$ cat src/rtl/data_receiver.sv
// -----------------------------------------------------------------------------
// data_receiver
//
// SPI slave receive path. Samples mosi on each SCL rising-edge pulse supplied
// by the upstream edge detector while chip-select (en_i) is asserted. Bits are
// assembled into DATA_WIDTH-bit words. Each completed word is presented on
// data_o together with a one-cycle data_valid_o strobe. A frame that ends with
// a partial word sets the sticky frame_error_o flag.
//
// Optional build macro: SPI_RX_MOSI_SYNC_EN
//   defined   : mosi_i passes through a 2-flop synchroniser before sampling
//   undefined : mosi_i is sampled directly (it must already be synchronous)
//
// Ports:
//   clk_i                   in   system clock, all logic on posedge
//   reset_i                 in   synchronous active-high reset
//   en_i                    in   slave enable (CS, already synchronised)
//   scl_pos_edge_detected_i in   one-cycle pulse per SCL rising edge
//   mosi_i                  in   serial data from master
//   data_o                  out  last completed word
//   data_valid_o            out  one-cycle strobe, data_o updated this cycle
//   byte_cnt_o              out  words completed in current frame (wraps)
//   frame_error_o           out  sticky: frame ended with a partial word
// -----------------------------------------------------------------------------
module data_receiver #(
   parameter int DATA_WIDTH     = 8,
   parameter bit MSB_FIRST      = 1'b1,
   parameter int BYTE_CNT_WIDTH = 4
) (
   input  logic                      clk_i,
   input  logic                      reset_i,
   input  logic                      en_i,
   input  logic                      scl_pos_edge_detected_i,
   input  logic                      mosi_i,
   output logic [DATA_WIDTH-1:0]     data_o,
   output logic                      data_valid_o,
   output logic [BYTE_CNT_WIDTH-1:0] byte_cnt_o,
   output logic                      frame_error_o
);

   // Bit counter counts down from DATA_WIDTH to 1; it needs to hold DATA_WIDTH.
   localparam int CNT_W = $clog2(DATA_WIDTH + 1);
   localparam logic [CNT_W-1:0] CNT_FULL = CNT_W'(DATA_WIDTH);
   localparam logic [CNT_W-1:0] CNT_LAST = CNT_W'(1);

   logic                      r_en_q;
   logic [CNT_W-1:0]          r_bit_cnt;
   logic [DATA_WIDTH-1:0]     r_shift;
   logic [DATA_WIDTH-1:0]     r_data;
   logic                      r_data_valid;
   logic [BYTE_CNT_WIDTH-1:0] r_byte_cnt;
   logic                      r_frame_err;

   logic                      w_mosi_s;
   logic                      w_rise;
   logic [DATA_WIDTH-1:0]     w_shift_next;

`ifdef SPI_RX_MOSI_SYNC_EN
   logic r_mosi_meta;
   logic r_mosi_sync;

   always_ff @(posedge clk_i) begin
      if (reset_i) begin
         r_mosi_meta <= 1'b0;
         r_mosi_sync <= 1'b0;
      end else begin
         r_mosi_meta <= mosi_i;
         r_mosi_sync <= r_mosi_meta;
      end
   end

   assign w_mosi_s = r_mosi_sync;
`else
   assign w_mosi_s = mosi_i;
`endif

   assign w_rise = en_i & ~r_en_q;

   generate
      if (MSB_FIRST) begin : g_msb_first
         assign w_shift_next = {r_shift[DATA_WIDTH-2:0], w_mosi_s};
      end else begin : g_lsb_first
         assign w_shift_next = {w_mosi_s, r_shift[DATA_WIDTH-1:1]};
      end
   endgenerate

   always_ff @(posedge clk_i) begin
      if (reset_i) begin
         r_en_q       <= 1'b0;
         r_bit_cnt    <= CNT_FULL;
         r_shift      <= '0;
         r_data       <= '0;
         r_data_valid <= 1'b0;
         r_byte_cnt   <= '0;
         r_frame_err  <= 1'b0;
      end else begin
         r_en_q       <= en_i;
         r_data_valid <= 1'b0;
         if (w_rise) begin
            // New frame. A pulse coinciding with the CS rise is ignored.
            r_byte_cnt  <= '0;
            r_frame_err <= 1'b0;
            r_bit_cnt   <= CNT_FULL;
            r_shift     <= '0;
         end else if (!en_i) begin
            // On the CS fall the counter still reflects the pre-pulse state,
            // so a same-cycle SCL pulse never masks a partial word.
            if (r_en_q && (r_bit_cnt != CNT_FULL)) begin
               r_frame_err <= 1'b1;
            end
            r_bit_cnt <= CNT_FULL;
            r_shift   <= '0;
         end else if (scl_pos_edge_detected_i) begin
            if (r_bit_cnt == CNT_LAST) begin
               r_data       <= w_shift_next;
               r_data_valid <= 1'b1;
               r_byte_cnt   <= r_byte_cnt + 1'b1;
               r_bit_cnt    <= CNT_FULL;
               r_shift      <= '0;
            end else begin
               r_shift   <= w_shift_next;
               r_bit_cnt <= r_bit_cnt - 1'b1;
            end
         end
      end
   end

   assign data_o        = r_data;
   assign data_valid_o  = r_data_valid;
   assign byte_cnt_o    = r_byte_cnt;
   assign frame_error_o = r_frame_err;

endmodule

$ cat config.mk
export PLATFORM = sky130hd
export DESIGN_NAME = data_receiver
export DESIGN_NICKNAME = d
export VERILOG_FILES = /design/src/rtl/data_receiver.sv
export SDC_FILE = /design/constraint.sdc
export NUM_CORES = 1
export LEC_CHECK = 0
export CAP_MARGIN = 20
export CORE_MARGIN = 5
export CORE_UTILIZATION = 54
export DETAILED_ROUTE_END_ITERATION = 7
export MAX_ROUTING_LAYER = met4
export PLACE_DENSITY_LB_ADDON = 0.25
export SETUP_SLACK_MARGIN = 0.1
export SYNTH_ARGS = -nofsm -noshare
export SYNTH_HDL_FRONTEND = slang
export SYNTH_SLANG_ARGS = --single-unit
$ cat constraint.sdc
create_clock -name clk_i -period 4.1 [get_ports clk_i]
set_clock_uncertainty 0.15 [all_clocks]
set_input_delay 0.82 -clock clk_i [delete_from_list [all_inputs] [get_ports clk_i]]
set_output_delay 0.82 -clock clk_i [all_outputs]
set_load 0.005 [all_outputs]
# Word level (Yosys, flattened, before mapping)
# Index checks and enable logic that the tools add are counted.
[classes]
n_addsub = 2
n_eq_ne = 2
n_mux = 3
bitwise_logic = 5
reduce_logical = 7
[ops]
columns = ["operator", "count"]
rows = [
  ["2-to-1 mux 7 bit", 1],
  ["adder 4 x 1 -> 4 bit (second input constant)", 1],
  ["equality test 4 x 1 -> 1 bit (second input constant)", 1],
  ["2-to-1 mux 4 bit", 1],
  ["!= test 4 bit (second input constant)", 1],
  ["inverter 1 bit", 4],
  ["AND reduction 4 bit", 1],
  ["OR reduction 4 bit", 1],
  ["subtractor 4 x 1 -> 4 bit (second input constant)", 1],
  ["AND reduction 3 bit", 1],
  ["OR reduction 3 bit", 1],
  ["AND reduction 2 bit", 1],
  ["OR reduction 2 bit", 1],
  ["bitwise AND 1 bit", 1],
  ["logical AND 1 bit", 1],
  ["2-to-1 mux 1 bit", 1],
]
[totals]
regBits = 26
word_cells = 26

# Depth between registers and ports, before layout
# Gate-level depths: netlist (run 1).
[depth]
word_depth = 4
mapped_depth = 6
ltp_nobuf = 5

# Least setup slack after synthesis (run 1)
# Ideal clock, no wire load.
[synth_path]
path_kind = "input port to flip-flop"
startpoint = "input scl_pos_edge_detected_i"
endpoint = "register r_byte_cnt[3] (netlist: byte_cnt_o[3])"
setup_ps = 74
t_arrival_ps = 1604
required_ps = 3876
path_slack_ps = 2272
cell_stages = 3
path_buffers = 0
path_cell_list = "nand4bb_1 -> or4_1 -> a31oi_1"
[synth_via]
elab_chain_cells = 1
[synth_lines]
columns = ["item", "line_no", "text"]
rows = [
  ["start: declaration", "33", "input logic scl_pos_edge_detected_i,"],
  ["AND reduction 3 bit (no line)", "--", ""],
  ["end signal: assignment", "117", "r_byte_cnt <= r_byte_cnt + 1'b1;"],
  ["end: declaration", "51", "logic [BYTE_CNT_WIDTH-1:0] r_byte_cnt;"],
]
# Every way passes these cells.
# A chain may end at the register's enable or synchronous reset.

# Worst setup path after layout (run 1)
# Same ends and word-level chain as after synthesis.

==> results.ini, run 1 <==
[sta]
finalHoldViolCount=0
maxSlewViolCount=0
timing.hold.ws_ns=0.345
fin_ws_ns=1.43
min_period_over_period_pct=65.0
rsz0062_at_grt=no
setup-tns-final_ns=0
setup_violations=0
fin_crit_ns=2.67
worst_pin_slew_ns=0.646
max_freq_ghz=0.375
slew-limit-headroom_pct=56.8

[die]
die-area_um2=3000
core_area_um2=1940
initial_utilization_pct=55.8
rows=16
die_width_um=54.8
io_pins=19
die_height_um=54.8

[grt]
use_met2_pct=27.0
top_usage_layer=met2
antenna_found_initial=0
grt_max_degree=21
grt_pass1_wl_um=3620
use_met3_pct=3.54
gr-total-overflow=0
grt_pass1_vias=784
gr-usage-all-layers_pct=17.3
met1_usage_pct=22.1

[placed_design]
place.gp.congestion=0.798
io_buffers=18
placed_cell_area_um2=1270
dp_slack_ns=1.15
hpwl_um=1590

[job]
cap_violations=0

[cells_and_area]
num_antenna_cells=0
post-route-util_pct=68.2
fillers=166
final_layout_size_suffix_gt1_share_pct=3.70
fin_nets=145
area_delta_synth_final_pct=22.2
post-route-cell-area_um2=1320

[synthesis]
synth.net_count=129
synth.most_common_cell=dfxtp_1
synthTopCellsByCount=dfxtp_1 (26), nor2_1 (12), a21oi_1 (11), o21ai_1 (11), nand3_1 (9)
synth_top_area_share_pct=48.0
synth_ff_type=dfxtp_1
netlist_area_um2=1080
synthCells=120
synth_top_cell_by_area=dfxtp_1
async_reset_ff_share_pct=0
synth_area_per_cell_um2=9.03
yosys-top-cells-area=dfxtp_1 (48%), mux2i_1 (6.5%), a21oi_1 (5.1%), o21ai_1 (5.1%), ha_1 (4.6%)
yosysSeqAreaShare_pct=48.0
ys_ff_latch=26
ys_types=29
synth_edf_count=0
yosys_warnings=0

[critical_path]
cp_max_fo=14
setup.worst_path.start=scl_pos_edge_detected_i
worst-setup-path-type=input port to flip-flop
crit_path_max_incr_delay_ns=0.65
cp.buffers_inverters=2
rr_startpoint=r_bit_cnt[1]
cp.required_ns=4.20
path_cells=clkdlybuf4s50_1 -> buf_4 -> nand4bb_1 -> or4_1 -> a31oi_1
worst_path_max_delay_cell=or4_1
crit_path_end_kind=flip-flop
startpoint_type=input port
cpLargestDelayFamily=simple AND/OR/NAND/NOR gates
cp.arrival_ns=2.76

[cts]
holdBufCountCts=0
postCtsSetupBuffers=0
clk_pin_slew_worst_paths_ns=0.14
cts_buffer_depth=2
cts_tree=built
clock-sinks=26
cts_resized=0
clk_latency_ns=0.31
ctsRootBufferMaster=clkbuf_4
cts_max_level=1
numCtsBuffers=3

[power]
power_leakage_nw=0.466
vdd_drop_max_uv=255
power_density_nw_per_um2=341

[routing]
detail-route-antenna-nets=0
vias=886
firstDrtPassIters=4
via_per_inst=5.47
drtIter0Drc=9
post_drt_wl_per_cell_um=13.7
drc=0
routed_wl_um=2220

[hold_path]
holdCritStartpoint=frame_error_o
hold_class=flip-flop to flip-flop

[outcome]
outcome=complete, no violations

-- final cells by class --
| type | count | area (um^2) | share of cell area, % |
|---|---|---|---|
| flip-flops and latches | 26 | 520 | 39.3 |
| multi-input cells | 83 | 518 | 39.1 |
| repair buffers | 19 | 188 | 14.2 |
| well taps | 27 | 33.8 | 2.55 |
| clock inverters | 1 | 30.0 | 2.27 |
| clock buffers | 3 | 22.5 | 1.70 |
| inverters | 3 | 11.3 | 0.851 |
-- report_power, final --
part | switching (mW) | internal (mW) | leakage, nW
Clock | 0.0734 | 0.0988 | 0.0279
Sequential | 0.00189 | 0.254 | 0.210
Combinational | 0.0130 | 0.00981 | 0.228
-- routing by layer --
metal / routed length (um) / vias up / part of all wire, %
met5: 0 / - / 0
met4: 14 / 0 / 0.63
met3: 80 / 2 / 3.6
met2: 1070 / 14 / 48
met1: 1050 / 416 / 48
li1: - / 454 / -
-- metrics by stage --
| step | std cells | total power, mW |
|---|---|---|
| 6_report | 162 | 0.451 |
| 2_1_floorplan | 120 | 0.276 |
| 5_1_grt | 162 | 0.471 |
| 3_3_place_gp | 158 | 0.284 |
| 3_5_place_dp | 158 | 0.284 |
| 4_1_cts | 162 | 0.455 |
-- flip-flops by register name (all words and copies together) (netlist names) --
name and cells:
data_o 8, r_shift 7, byte_cnt_o 4, r_bit_cnt 4
data_valid_o 1, frame_error_o 1, r_en_q 1
-- logic make-up (layout without fill, tap and decap cells) --
group | Yosys count | after routing | synth area share, %
compound gates | 30 | 30 | 15.4
xor+xnor | 2 | 2 | 1.62
fa+ha+maj | 4 | 4 | 4.62
buf+inv | 11 | 26 | 4.16
flops | 26 | 26 | 48.0
mux | 7 | 7 | 6.47
simple gates | 40 | 40 | 19.7
-- placed cells by master (no fill, tap or decap), types with 2 or more instances in the layout --
master | Yosys | final
ha_1 | 4 | 4
o211ai_1 | 2 | 2
nor2_1 | 12 | 12
a31oi_1 | 2 | 2
nand2_1 | 6 | 6
o21ai_1 | 11 | 11
a21oi_1 | 11 | 11
clkdlybuf4s50_1 | 0 | 18
clkbuf_4 | 0 | 3
or4_1 | 2 | 2
nand3_1 | 9 | 9
inv_1 | 3 | 3
mux2i_1 | 7 | 7
nand2b_1 | 2 | 2
nand4b_1 | 2 | 2
dfxtp_1 | 26 | 26
-- worst reg2reg max path, stage by stage (launching register included) --
cell and delay, ns:
dfxtp_1 0.36, inv_1 0.12, ha_1 0.21, nand4bb_1 0.44
or4_1 0.65, a31oi_1 0.16
-- path summary, 6_finish.rpt --
path / to / slack (ns) / depth (start not counted)
setup reg to reg: byte_cnt_o[3] / 1.95 / 5
setup / recovery: byte_cnt_o[3] / 1.43 / 5
hold / removal: frame_error_o / 0.35 / 2
hold reg to reg: frame_error_o / 0.35 / 2
Power figures use the tool's default switching activity.
==> run 2: changes to the inputs <==
- CORE_UTILIZATION: 54 -> 50
- clock period: 4.1 -> 2.8 ns (I/O delays scaled with it)
==> run 2 against run 1 <==
  * Sequential power up 46%
  * Global-route usage is 2.7 points lower
  * Clock-buffer cell count up 1
  * Register-to-register slack got worse by 0.98 ns
  * Total power up 32%
  * Sequential share of layout area is 0.62 points lower
  * Critical endpoint is now r_shift[3]
  * Largest power group unchanged
==> results.ini, run 2 (synthesized netlist as in run 1, its figures left out) <==
[outcome]
outcome=complete, no violations

[die]
io_pins=19  ; unchanged
die_height_um=56.6  ; +3.2%
initial_utilization_pct=53.6  ; -2.2 points
die_width_um=56.6  ; +3.2%
core_area_um2=2020  ; +4.1%
rows=16  ; unchanged
die-area_um2=3200  ; +6.5%

[routing]
firstDrtPassIters=4  ; unchanged
vias=905  ; +2.1%
detail-route-antenna-nets=0  ; unchanged
via_per_inst=5.42  ; -0.91%
drtIter0Drc=18  ; +9
drc=0  ; unchanged
post_drt_wl_per_cell_um=13.0  ; -5.2%
routed_wl_um=2170  ; -2.3%

[cts]
numCtsBuffers=3  ; unchanged
cts_max_level=1  ; unchanged
holdBufCountCts=0  ; unchanged
clk_latency_ns=0.31  ; about the same
postCtsSetupBuffers=0  ; unchanged
clk_pin_slew_worst_paths_ns=0.13  ; about the same
cts_buffer_depth=2  ; unchanged
ctsRootBufferMaster=clkbuf_4
clock-sinks=26  ; unchanged
cts_tree=built
cts_resized=0  ; unchanged

[hold_path]
min_path_cells=2  ; unchanged
holdCritStartpoint=frame_error_o
hold_class=flip-flop to flip-flop
min_to=frame_error_o

[sta]
rsz0062_at_grt=no
fin_crit_ns=1.97
slew-limit-headroom_pct=69.6  ; +13 points
worst_pin_slew_ns=0.455  ; -0.191 ns
min_period_over_period_pct=70.3
finalHoldViolCount=0  ; unchanged
setup_violations=0  ; unchanged
max_freq_ghz=0.508
maxSlewViolCount=0  ; unchanged
setup-tns-final_ns=0  ; unchanged

[critical_path]
worst-setup-path-type=input port to flip-flop
rr_startpoint=r_bit_cnt[1]
reg2reg_depth=6  ; +1
crit_path_max_incr_delay_ns=0.49  ; -0.16 ns
cp.arrival_ns=2.07  ; -0.69 ns
startpoint_type=input port
cpLargestDelayFamily=simple AND/OR/NAND/NOR gates
cp_max_fo=13  ; -1
cp.buffers_inverters=2  ; unchanged
cp.required_ns=2.90  ; -1.30 ns
path_cells=clkdlybuf4s50_1 -> buf_4 -> and4bb_1 -> or3_1 -> nor2_1
timing.rr.end=byte_cnt_o[3]
crit_path_end_kind=flip-flop
worst_path_max_delay_cell=or3_1
r2r_slack_ns=0.97  ; -0.98 ns

[cells_and_area]
seq_area_um2=520  ; unchanged
multiInputGateArea_um2=518  ; unchanged
area_delta_synth_final_pct=24.1
fin_nets=150  ; +3.4%
num_antenna_cells=0  ; unchanged
post-route-util_pct=66.5  ; -1.6 points
final_common_cell=dfxtp_1
fillers=173  ; +4.2%
layout_common_cells=dfxtp_1 (26), clkdlybuf4s50_1 (18), nor2_1 (12), a21oi_1 (11), o21ai_1 (11)
final_layout_size_suffix_gt1_share_pct=7.14  ; +3.4 points
largest_register_ffs=8  ; unchanged

[power]
power_mw=0.594  ; +32%
vdd_drop_max_uv=440  ; +73%
power_density_nw_per_um2=442  ; +30%
power_leakage_nw=0.482  ; +3.4%

[grt]
antenna_found_initial=0  ; unchanged
grt_max_degree=15  ; -29%
grt_pass1_wl_um=3750  ; +3.6%
gr-usage-all-layers_pct=14.5  ; -2.7 points
gr-total-overflow=0  ; unchanged
grt_pass1_vias=839  ; +7.0%

[placed_design]
hpwl_um=1610  ; +0.72%
place.gp.congestion=0.798  ; about the same
io_buffers=18  ; unchanged

[job]
cap_violations=0  ; unchanged

==> run 2: cell count changes in the layout (fill, tap and decap cells not counted), sizes merged <==
cell / delta
buf: +5
clkbuf: +1
bufinv: -1
==> run 2: layer usage <==
metal	share of wire [%]	up-vias	routed length, um	track usage [%]
met1	49	416	1060	18.4
met5	0	-	0	-
li1	-	460	-	-
met3	4.3	4	94	2.52
met2	46	25	995	24.3
met4	0.78	0	17	3.05
==> run 2: how the worst max path moves through the flow <==
| stage | start | to | slack [ns] | cells after the start |
|---|---|---|---|---|
| global route | byte_cnt_o[0] | byte_cnt_o[0] | 0.76 | 1 |
| detailed placement | scl_pos_edge_detected_i | r_shift[3] | 0.52 | 5 |
| CTS | byte_cnt_o[0] | byte_cnt_o[0] | 0.82 | 1 |
| floorplan | r_bit_cnt[1] | r_bit_cnt[0] | 1.23 | 6 |
| finish | scl_pos_edge_detected_i | r_shift[3] | 0.83 | 5 |
| global placement | scl_pos_edge_detected_i | byte_cnt_o[3] | 0.57 | 5 |
==> run 2: through the flow <==
stage                     instances  instance area (um^2)  setup WS [ns]  hold slack [ns]
final                           167                  1350          0.831            0.337
after global routing            167                  1350          0.760            0.360
after CTS                       167                  1350          0.821            0.341
after detailed placement        163                  1310          0.524            0.322
after global placement          163                  1310          0.573            0.315
after floorplan                 120                  1080           1.23            0.293
==> run 2: cell type report <==
| type | count | share of cell area (%) |
|---|---|---|
| inverter | 3 | 0.837 |
| sequential | 26 | 38.7 |
| clock buffer | 4 | 2.70 |
| tap | 27 | 2.51 |
| timing repair buffer | 24 | 16.7 |
| multi-input combinational | 83 | 38.5 |
==> run 2: report_power, final <==
group	switching, mW	internal (mW)	total [mW]
registers	0.00260	0.372	0.375
clock network	0.104	0.0792	0.184
logic	0.0199	0.0158	0.0357
total	0.127	0.467	0.594
==> run 2: worst min-delay path: stages (launching register included) <==
cell     delay (ns)
dfxtp_1        0.33
o21ai_0        0.06
a21oi_1        0.06
